<file path="config.mk">
export PLATFORM = sky130hd
export DESIGN_NAME = sdram_port_arbiter
export DESIGN_NICKNAME = d
export VERILOG_FILES = /design/src/rtl/sdram_port_arbiter.sv
export SDC_FILE = /design/constraint.sdc
export NUM_CORES = 1
export LEC_CHECK = 0
export BUFFER_PORTS_ARGS = -buffer_cell sky130_fd_sc_hd__buf_2
export CAP_MARGIN = 15
export CELL_PAD_IN_SITES_DETAIL_PLACEMENT = 1
export CELL_PAD_IN_SITES_GLOBAL_PLACEMENT = 1
export CORE_MARGIN = 3
export CORE_UTILIZATION = 36
export DETAILED_ROUTE_END_ITERATION = 10
export HOLD_SLACK_MARGIN = 0.02
export PLACE_DENSITY = 0.88
export SETUP_SLACK_MARGIN = 0.05
export SYNTH_ARGS = -nofsm -noshare
export SYNTH_HDL_FRONTEND = slang
export SYNTH_SLANG_ARGS = --single-unit
export TNS_END_PERCENT = 5
</file>
<file path="constraint.sdc">
create_clock -name clk50 -period 5.5 [get_ports clk50]
set_clock_uncertainty 0.05 [all_clocks]
set_input_delay 0.275 -clock clk50 [delete_from_list [all_inputs] [get_ports clk50]]
set_output_delay 0.275 -clock clk50 [all_outputs]
set_load 0.01 [all_outputs]
</file>
<file path="src/rtl/sdram_port_arbiter.sv">
// Two-client round-robin arbiter and command sequencer for one SDRAM controller port.
// Command follows the sampled request by 2 cycles; ack follows busy fall (write) or read_ready (read) by 1.
module sdram_port_arbiter #(
  parameter int ADDR_W    = 24,
  parameter int DATA_W    = 16,
  parameter int TIMEOUT_W = 12
) (
  input  logic              clk50,
  input  logic              rst,
  input  logic [1:0]        req,
  input  logic [1:0]        we,
  input  logic [ADDR_W-1:0] addr0,
  input  logic [ADDR_W-1:0] addr1,
  input  logic [DATA_W-1:0] wdata0,
  input  logic [DATA_W-1:0] wdata1,
  output logic [1:0]        ack,
  output logic [1:0]        err,
  output logic [DATA_W-1:0] rdata_o,
  output logic [1:0]        grant,
  output logic              mem_read,
  output logic              mem_write,
  output logic [ADDR_W-1:0] mem_addr,
  output logic [DATA_W-1:0] mem_wdata,
  input  logic              mem_busy,
  input  logic              mem_read_ready,
  input  logic [DATA_W-1:0] mem_rdata,
  output logic [2:0]        state
);

  typedef enum logic [2:0] {
    S_IDLE     = 3'd0,
    S_ISSUE    = 3'd1,
    S_ACCEPT   = 3'd2,
    S_DONE     = 3'd3,
    S_RDATA    = 3'd4,
    S_COMPLETE = 3'd5
  } state_t;

  localparam logic [TIMEOUT_W-1:0] WD_MAX = '1;
  localparam logic [TIMEOUT_W-1:0] WD_ONE = TIMEOUT_W'(1);

  state_t              state_q, state_d;
  logic [1:0]          grant_q, grant_d;
  logic                last_grant_q, last_grant_d;
  logic                dir_q, dir_d;
  logic [ADDR_W-1:0]   addr_q, addr_d;
  logic [DATA_W-1:0]   wdata_q, wdata_d;
  logic [DATA_W-1:0]   rdata_q, rdata_d;
  logic                mem_read_q, mem_read_d;
  logic                mem_write_q, mem_write_d;
  logic                rd_seen_q, rd_seen_d;
  logic                timeout_q, timeout_d;
  logic                busy_last_q, busy_last_d;
  logic [TIMEOUT_W-1:0] wd_q, wd_d;
  logic                pick1;

  always_comb begin
    state_d      = state_q;
    grant_d      = grant_q;
    last_grant_d = last_grant_q;
    dir_d        = dir_q;
    addr_d       = addr_q;
    wdata_d      = wdata_q;
    rdata_d      = rdata_q;
    mem_read_d   = mem_read_q;
    mem_write_d  = mem_write_q;
    rd_seen_d    = rd_seen_q;
    timeout_d    = timeout_q;
    busy_last_d  = mem_busy;
    wd_d         = wd_q;
    pick1        = 1'b0;

    case (state_q)
      S_IDLE: begin
        wd_d        = '0;
        timeout_d   = 1'b0;
        rd_seen_d   = 1'b0;
        grant_d     = 2'b00;
        mem_read_d  = 1'b0;
        mem_write_d = 1'b0;
        if (|req) begin
          // On a tie the client that was not served last wins.
          pick1   = (req == 2'b11) ? ~last_grant_q : req[1];
          grant_d = pick1 ? 2'b10 : 2'b01;
          dir_d   = pick1 ? we[1] : we[0];
          addr_d  = pick1 ? addr1 : addr0;
          wdata_d = pick1 ? wdata1 : wdata0;
          state_d = S_ISSUE;
        end
      end
      S_ISSUE: begin
        if (!mem_busy) begin
          mem_write_d = dir_q;
          mem_read_d  = ~dir_q;
          state_d     = S_ACCEPT;
        end
      end
      S_ACCEPT: begin
        if (mem_busy && !busy_last_q) begin
          mem_read_d  = 1'b0;
          mem_write_d = 1'b0;
          state_d     = S_DONE;
        end
        if (!dir_q && mem_read_ready) begin
          rdata_d   = mem_rdata;
          rd_seen_d = 1'b1;
        end
      end
      S_DONE: begin
        if (!dir_q && mem_read_ready) begin
          rdata_d   = mem_rdata;
          rd_seen_d = 1'b1;
        end
        if (!mem_busy) begin
          state_d = (dir_q || rd_seen_q || mem_read_ready) ? S_COMPLETE : S_RDATA;
        end
      end
      S_RDATA: begin
        if (mem_read_ready) begin
          rdata_d = mem_rdata;
          state_d = S_COMPLETE;
        end
      end
      S_COMPLETE: begin
        last_grant_d = grant_q[1];
        grant_d      = 2'b00;
        state_d      = S_IDLE;
      end
      default: begin
        state_d     = S_IDLE;
        grant_d     = 2'b00;
        mem_read_d  = 1'b0;
        mem_write_d = 1'b0;
      end
    endcase

    // Watchdog overrides whatever the transfer states decided.
    if (state_q inside {S_ISSUE, S_ACCEPT, S_DONE, S_RDATA}) begin
      wd_d = wd_q + WD_ONE;
      if (wd_d == WD_MAX) begin
        mem_read_d  = 1'b0;
        mem_write_d = 1'b0;
        timeout_d   = 1'b1;
        rdata_d     = '0;
        state_d     = S_COMPLETE;
      end
    end
  end

  always_ff @(posedge clk50) begin
    if (rst) begin
      state_q      <= S_IDLE;
      grant_q      <= 2'b00;
      last_grant_q <= 1'b1;
      dir_q        <= 1'b0;
      addr_q       <= '0;
      wdata_q      <= '0;
      rdata_q      <= '0;
      mem_read_q   <= 1'b0;
      mem_write_q  <= 1'b0;
      rd_seen_q    <= 1'b0;
      timeout_q    <= 1'b0;
      busy_last_q  <= 1'b0;
      wd_q         <= '0;
    end else begin
      state_q      <= state_d;
      grant_q      <= grant_d;
      last_grant_q <= last_grant_d;
      dir_q        <= dir_d;
      addr_q       <= addr_d;
      wdata_q      <= wdata_d;
      rdata_q      <= rdata_d;
      mem_read_q   <= mem_read_d;
      mem_write_q  <= mem_write_d;
      rd_seen_q    <= rd_seen_d;
      timeout_q    <= timeout_d;
      busy_last_q  <= busy_last_d;
      wd_q         <= wd_d;
    end
  end

  assign ack       = (state_q == S_COMPLETE) ? grant_q : 2'b00;
  assign err       = (state_q == S_COMPLETE && timeout_q) ? grant_q : 2'b00;
  assign grant     = grant_q;
  assign rdata_o   = rdata_q;
  assign mem_read  = mem_read_q;
  assign mem_write = mem_write_q;
  assign mem_addr  = addr_q;
  assign mem_wdata = wdata_q;
  assign state     = state_q;

endmodule

</file>
==> qor.csv, run 1 <==
metric;value;unit
die width;107.3;um
Hold WS;0.1051;ns
core region area;9864;um2
Primary FF master, synth;dfxtp_1;
CP endpoint kind;flop;
vias in the first global route;3747;
row cnt;36;
Final TNS setup;0;ns
clk_lat worst skew;0.35;ns
worst path required time;5.66;ns
pwr dens;302.7;nW/um2
Seq cells post-synth;80;
total CTS buffers;9;
setup violators final;0;
largest fanout on the critical path;16;
ANT cells;0;
Final Cycle Share;54.42;%
root buffer cell;clkbuf_8;
Post-Syn Nets;514;
DR vias;3639;
Synth async-reset ratio;0;%
DRC Markers;0;
Avg WL per Cell;15.72;um
hpwl dp;8.402;mm
critical path capture point;rdata_o[9];
max incr delay on CP;0.77;ns
H-tree levels;3;
Mapped Cells;408;
antenna violations before repair;0;
synth unique cells;52;
clock buffer depth;2;
Worst Setup SP;wd_q[1];
Worst setup SP type;flop;
total leakage power;2.268;nW
Post-CTS Setup Inserts;0;
max_slew headroom;28.83;%
f_max;0.3341;GHz
FILL cells;1211;
VDD IR-drop max;133.4;uV
EDFF count, synth;0;
PortBufs;170;
Top-Level Pins;171;
wirelength, routed;10.99;mm
Yosys top cell by area;dfxtp_1;
Reg2Reg Depth;6;
most frequent cell after synthesis;dfxtp_1;
commonest cells in the netlist;80 x dfxtp_1, 76 x nor2_1, 57 x mux2i_1, 43 x a211oi_1, 24 x clkbuf_1;
syn_area_per_cell;9.047;um2
Die Y;107.3;um
Starting Density;37.42;%
RSZ-0062 raised after global routing;false;
worst path cell trace;ha_1 -> nand3_2 -> or3_1 -> a221o_2 -> o41ai_4 -> nor2_1;
endpoints failing hold;0;
Storage cell area;1602;um2
gr usage total;18.97;%
pin count of the biggest net entering global routing;53;
Design Power;1.456;mW
Yosys warning count;0;
ANT nets after route;0;
full die area;11500;um2
CTS tree;built;
run status;finished, final reports clean;
placed cell count;684;
Worst R2R End;rdata_o[9];
Synth area leaders;dfxtp_1 43%, mux2i_1 15%, a211oi_1 8.7%;
Synth top area share;43.39;%
max-cap violations;0;
first-pass GRT wire length;17.69;mm
CTS clk-pin slew, worst paths;0.09;ns
HP Class;input pin to flop;
min cycle time layout;2.993;ns
total global routing overflow;0;
type of the worst setup path;flop to flop;
P&R area growth vs syn;30.31;%
Final Max Slew Viols;0;
R2R Setup Slk;2.51;ns
footprint of the multi-input gates;1964;um2
CTS Hold Bufs;0;
critical path data arrival time;3.15;ns
First-pass DRT Iterations;4;
Slowest-stage cell, CP;o41ai_4;
share of layout cells above drive strength 1;35.16;%
post-CTS sizing;0;
final RePlAce weighted congestion;0.8282;
post-layout util;48.76;%
slew at the pin with the worst max-slew slack;1.067;ns
post-synthesis cell area;3691;um2
Final nets;668;
fin cells;699;
CTS Sinks;80;
sequential cell area fraction in the yosys report;43.39;%
Crit Reg-Reg Startpoint;wd_q[1];
vias per inst;5.206;
Iter 0 DRT Violations;147;
-- cell type report --
class	instances	share of cell area (%)
tap	133	3.460
clock buffer	10	2.653
multi-input combinational	293	40.84
inverter	5	0.3902
clock inverter	5	1.197
sequential	80	33.30
timing repair buffer	173	18.16
-- metal layers --
metal / part of all wire, % / GRT usage (%) / vias up
met5: 0 / 0 / -
met4: 2.4 / 7.671 / 0
met3: 4.6 / 3.059 / 24
met2: 52 / 34.90 / 124
met1: 41 / 21.67 / 1703
li1: - / - / 1788
-- layout by cell type, fill, tap and decap left out, types with 5 or more instances in the layout --
cell type    n
nand2_1     14
clkbuf_8     9
a21oi_1      8
inv_1        5
buf_2      170
mux2i_1     57
dfxtp_1     80
nand3_1      8
a211oi_1    43
o21ai_0     18
nor2_1      75
-- logic make-up (layout without fill, tap and decap cells) --
family                     count (synthesis)  after routing  synth area share [%]
muxes                                     57             57                 15.46
and+or+nand+nor                          135            135                 16.98
AOI/OAI and AO/OA                         94             94                 18.31
xor gates and xnor gates                   5              5                 1.187
DFF                                       80             80                 43.39
buffers and inverters                     35            193                 4.000
adders and majority gates                  2              2                0.6779
-- report_power, final --
part	switching (mW)	internal [mW]	total [mW]
Clock	0.214	0.208	0.423
Combinational	0.202	0.146	0.348
Sequential	0.0431	0.642	0.685
Total	0.460	0.996	1.46
-- state kept, by name, summed over array words and instances (netlist names) --
signal and count:
busy_last_q 1, dir_q 1, grant 2, last_grant_q 1, mem_addr 24, mem_read 1
mem_wdata 16, mem_write 1, rd_seen_q 1, rdata_o 16, state 3, timeout_q 1
wd_q 12
-- how the worst min path moves through the flow --
| stage | from | endpoint | cells after the start |
|---|---|---|---|
| global placement | rdata_o[0] | rdata_o[0] | 2 |
| global route | mem_rdata[10] | rdata_o[10] | 3 |
| floorplan | mem_rdata[0] | rdata_o[0] | 2 |
| finish | mem_rdata[3] | rdata_o[3] | 3 |
| CTS | mem_rdata[3] | rdata_o[3] | 3 |
| detailed placement | rdata_o[3] | rdata_o[3] | 2 |
-- metrics by stage --
stage / cell area, um2 / worst slack [ns]
floorplan: 3691 / 3.044
global route: 4810 / 2.306
global placement: 4624 / 2.712
finish: 4810 / 2.507
detailed placement: 4624 / 2.541
CTS: 4810 / 2.496
-- worst max-delay path, delay by kind of cell, from the launching register on --
kind,cells,cell delay [ns]
flip-flops,1,0.48
AO/OA/AOI/OAI,2,1.24
adder cells (fa/ha/maj),1,0.37
AND/OR/NAND/NOR,3,0.71
(Power assumes the default switching activity.)
==> run 2: changes to the inputs <==
--- a/config.mk
+++ b/config.mk
@@ -10,10 +10,10 @@
 export CELL_PAD_IN_SITES_DETAIL_PLACEMENT = 1
 export CELL_PAD_IN_SITES_GLOBAL_PLACEMENT = 1
 export CORE_MARGIN = 3
-export CORE_UTILIZATION = 36
+export CORE_UTILIZATION = 30
 export DETAILED_ROUTE_END_ITERATION = 10
 export HOLD_SLACK_MARGIN = 0.02
-export PLACE_DENSITY = 0.88
+export PLACE_DENSITY = 0.79
 export SETUP_SLACK_MARGIN = 0.05
 export SYNTH_ARGS = -nofsm -noshare
 export SYNTH_HDL_FRONTEND = slang
==> constraint.sdc (replaced) <==
create_clock -name clk50 -period 2.5 [get_ports clk50]
set_clock_uncertainty 0.05 [all_clocks]
set_input_delay 0.125 -clock clk50 [delete_from_list [all_inputs] [get_ports clk50]]
set_output_delay 0.125 -clock clk50 [all_outputs]
set_load 0.01 [all_outputs]
==> qor.csv, run 2 (same netlist as run 1, synthesis figures left out) <==
metric;value;unit
Post-CTS Setup Inserts;0;
post-route setup slack;0.1763;ns
clk_lat worst skew;0.34;ns
Avg WL per Cell;16.53;um
vias per inst;5.082;
first-pass GRT wire length;18.98;mm
hpwl dp;8.662;mm
DRC Markers;0;
critical path data arrival time;2.50;ns
HP Class;input pin to flop;
most common cell after layout, fill and taps aside;buf_2;
row cnt;39;
Final Max Slew Viols;0;
endpoints failing hold;0;
wirelength, routed;12.15;mm
root buffer cell;clkbuf_16;
Worst setup SP type;flop;
CP endpoint kind;flop;
Power Internal;2.566;mW
max-cap violations;0;
Final nets;693;
CTS Sinks;80;
type of the worst setup path;flop to flop;
worst path required time;2.67;ns
pwr dens;695.7;nW/um2
clock power share;35.8;%
CTS clk-pin slew, worst paths;0.06;ns
antenna violations before repair;1;
commonest cells after routing, fill and taps aside;170 x buf_2, 79 x dfxtp_1, 75 x nor2_1, 57 x mux2i_1, 43 x a211oi_1;
pre-CTS WS;0.07539;ns
total CTS buffers;9;
full die area;13670;um2
Sw Ratio;29.27;%
largest fanout on the critical path;16;
slew at the pin with the worst max-slew slack;0.7332;ns
gr usage total;17.68;%
Crit Reg-Reg Startpoint;wd_q[0];
DR vias;3735;
CTS tree;built;
Top-Level Pins;171;
Combinational Power Share;22.3;%
P&R area growth vs syn;41.29;%
vias in the first global route;3855;
final RePlAce weighted congestion;0.8361;
setup violators final;0;
Starting Density;31.52;%
ANT nets after route;0;
fin cells;735;
Die Y;116.9;um
run status;finished, final reports clean;
Final Cycle Share;92.95;%
clock buffer depth;2;
Iter 0 DRT Violations;180;
VDD IR-drop max;325.5;uV
f_max;0.4304;GHz
max_slew headroom;51.12;%
RSZ-0062 raised after global routing;false;
post-layout util;44.53;%
sequential power share;41.8;%
total leakage power;2.432;nW
core region area;11710;um2
Hold Crit Start;addr0[9];
PortBufs;170;
die width;116.9;um
Worst Setup SP;wd_q[0];
share of layout cells above drive strength 1;35.53;%
pin count of the biggest net entering global routing;83;
min cycle time layout;2.324;ns
First-pass DRT Iterations;4;
Final TNS setup;0;ns
max reg flops;24;
H-tree levels;3;
total global routing overflow;0;
placed cell count;703;
total net switching power;1.062;mW
## run 2: cell count changes in the layout (fill, tap and decap cells not counted), sizes merged
cell / before / now
inv: 6 / 5
diode: 0 / 1
clkbuf: 10 / 12
clkinvlp: 0 / 1
buf: 173 / 182
clkinv: 3 / 1
dlygate4sd3: 0 / 16
## run 2: power by group through the flow
stage / combinational (mW) / sequential [mW] / clock, mW
5_1_grt: 0.894 / 1.54 / 1.39
2_1_floorplan: 0.406 / 1.58 / 0
3_5_place_dp: 0.798 / 1.54 / 0
3_3_place_gp: 0.773 / 1.53 / 0
4_1_cts: 0.821 / 1.52 / 1.32
6_report: 0.811 / 1.52 / 1.30
## run 2: through the flow
step	power, mW	hold slack (ns)	instance area, um2
after floorplan	1.983	0.2189	3694
after global placement	2.302	0.3040	4745
after detailed placement	2.337	0.3193	4745
after CTS	3.657	0.04059	5194
after global routing	3.823	0.08368	5215
final	3.628	0.07748	5215
## run 2: critical path, stage by stage (launching register included)
cell,delay [ns]
dfxtp_2,0.41
ha_4,0.20
nand3_2,0.09
or3_1,0.36
a221o_2,0.48
o41ai_4,0.37
buf_12,0.19
nor2_1,0.07
## run 2: final timing paths
path / end / slack [ns] / depth (start not counted)
min: mem_addr[9] / 0.08 / 3
min reg2reg: mem_addr[20] / 0.45 / 2
max: rdata_o[11] / 0.18 / 7
max reg2reg: rdata_o[11] / 0.18 / 7
## run 2: metal layers
metal  share of wire, %  up-vias  global-route usage, %
met4                2.5        0                  6.804
met5                  0        -                      0
met2                 51      116                  30.91
met1                 41     1757                  20.71
li1                   -     1840                      -
met3                5.2       22                  4.576
## run 2: timing repair
action / CTS / global route
hold endpoints to repair: 16 / 0
setup endpoints to repair: 0 / 20
gates resized for setup: 0 / 3
hold buffers: 16 / 0
## run 2: area by class of cell
cell class,count,area (um2)
diodes,1,2.502
clock buffers,12,246.5
clock inverters,3,42.54
fillers,1417,6496
inverters,5,18.77
multi-input cells,293,1984
flip-flops and latches,80,1603
well taps,143,178.9
repair buffers,198,1139
==> run 3: changes to the inputs <==
--- a/config.mk
+++ b/config.mk
@@ -9,6 +9,7 @@
 export CAP_MARGIN = 15
 export CELL_PAD_IN_SITES_DETAIL_PLACEMENT = 1
 export CELL_PAD_IN_SITES_GLOBAL_PLACEMENT = 1
+export CORE_ASPECT_RATIO = 1.4
 export CORE_MARGIN = 3
 export CORE_UTILIZATION = 30
 export DETAILED_ROUTE_END_ITERATION = 10
==> qor.csv, run 3 (same netlist as run 1, synthesis figures left out) <==
metric;value;unit
H-tree levels;3;
Avg WL per Cell;17.11;um
ANT nets after route;0;
Final Max Slew Viols;0;
worst path required time;2.67;ns
Max Used Layer;met4;
vias in the first global route;3998;
Iter 0 DRT Violations;95;
wirelength, routed;12.66;mm
total global routing overflow;0;
first-pass GRT wire length;19.74;mm
total leakage power;2.447;nW
Post-CTS Setup Inserts;0;
CTS Sinks;80;
hpwl dp;9.290;mm
Final TNS setup;0;ns
Die Y;137.2;um
Final Cycle Share;93.07;%
HP Class;input pin to flop;
Top-Level Pins;171;
metal1 wirelength;4.749;mm
type of the worst setup path;flop to flop;
gr usage total;18.16;%
core region area;11940;um2
max incr delay on CP;0.48;ns
run status;finished, final reports clean;
P&R area growth vs syn;41.49;%
RSZ-0062 raised after global routing;true;
critical path data arrival time;2.50;ns
pwr dens;712.6;nW/um2
full die area;13690;um2
slew at the pin with the worst max-slew slack;0.7741;ns
die width;99.75;um
CP endpoint kind;flop;
setup violators final;0;
clock buffer depth;2;
FILL cells;1444;
CTS clk-pin slew, worst paths;0.07;ns
DRC Markers;0;
clk_lat worst skew;0.34;ns
share of layout cells above drive strength 1;36.59;%
Worst setup SP type;flop;
PortBufs;170;
max reg flops;24;
vias per inst;5.105;
max_slew headroom;48.02;%
max-cap violations;0;
endpoints failing hold;0;
commonest cells after routing, fill and taps aside;170 x buf_2, 77 x dfxtp_1, 75 x nor2_1, 57 x mux2i_1, 43 x a211oi_1;
dpl cell area;4752;um2
met3 wire len;707;um
met2 WL;7.011;mm
Design Power;3.722;mW
Slowest-stage cell, CP;a221o_2;
most common cell after layout, fill and taps aside;buf_2;
largest fanout on the critical path;16;
root buffer cell;clkbuf_16;
Final Cell Area;5223;um2
First-pass DRT Iterations;4;
VDD IR-drop max;283.9;uV
final RePlAce weighted congestion;0.8738;
pin count of the biggest net entering global routing;49;
min cycle time layout;2.327;ns
f_max;0.4298;GHz
Final nets;694;
row cnt;47;
DR vias;3778;
Starting Density;30.92;%
total CTS buffers;9;
worst path cell trace;ha_2 -> nand3_2 -> or3_1 -> a221o_2 -> o41ai_4 -> buf_6 -> nor2_1;
ANT cells;0;
CTS tree;built;
antenna violations before repair;0;
run 3: repair_timing:
action | in CTS | in global routing
hold buffers | 15 | 0
gates resized for setup | 0 | 5
setup endpoints to repair | 0 | 18
hold endpoints to repair | 15 | 0
run 3: worst max-delay path, delay by kind of cell, from the launching register on:
family,cells,cell delay [ns]
DFF,1,0.34
buffers and inverters,1,0.22
adders and majority gates,1,0.20
AOI/OAI and AO/OA,2,0.79
and+or+nand+nor,3,0.62
run 3: power breakdown:
group	switching (mW)	internal, mW
sequential	0.0882	1.41
combinational	0.483	0.364
clock	0.579	0.793
run 3: final timing paths:
check / start / endpoint / slack [ns] / cells past startpoint
max reg2reg: wd_q[0] / rdata_o[8] / 0.17 / 7
max: wd_q[0] / rdata_o[8] / 0.17 / 7
min: mem_rdata[10] / rdata_o[10] / 0.04 / 3
min reg2reg: mem_addr[6] / mem_addr[6] / 0.45 / 2
run 3: layout make-up:
cell class	count	area, um2	share of cell area [%]
clock inverter	7	83.83	1.605
clock buffer	9	225.2	4.312
multi-input combinational	293	1971	37.73
tap	147	183.9	3.522
timing repair buffer	199	1135	21.73
inverter	5	18.77	0.3594
sequential	80	1605	30.74
run 3: per-layer routing:
layer | track usage [%] | up-vias
li1 | - | 1840
met1 | 19.33 | 1807
met2 | 34.74 | 118
met3 | 3.698 | 13
met4 | 6.682 | 0
met5 | 0 | -
run 3: per-stage QoR:
| step | util (%) | cells | setup WS, ns | hold slack, ns |
|---|---|---|---|---|
| 2_1_floorplan | - | 408 | 0.07814 | 0.2189 |
| 3_3_place_gp | 39.81 | 709 | 0.2597 | 0.3060 |
| 3_5_place_dp | 39.81 | 709 | 0.1437 | 0.3269 |
| 4_1_cts | 43.65 | 740 | 0.1010 | 0.03643 |
| 5_1_grt | 43.75 | 740 | 0.04254 | 0.04068 |
| 6_report | 43.75 | 740 | 0.1731 | 0.03889 |
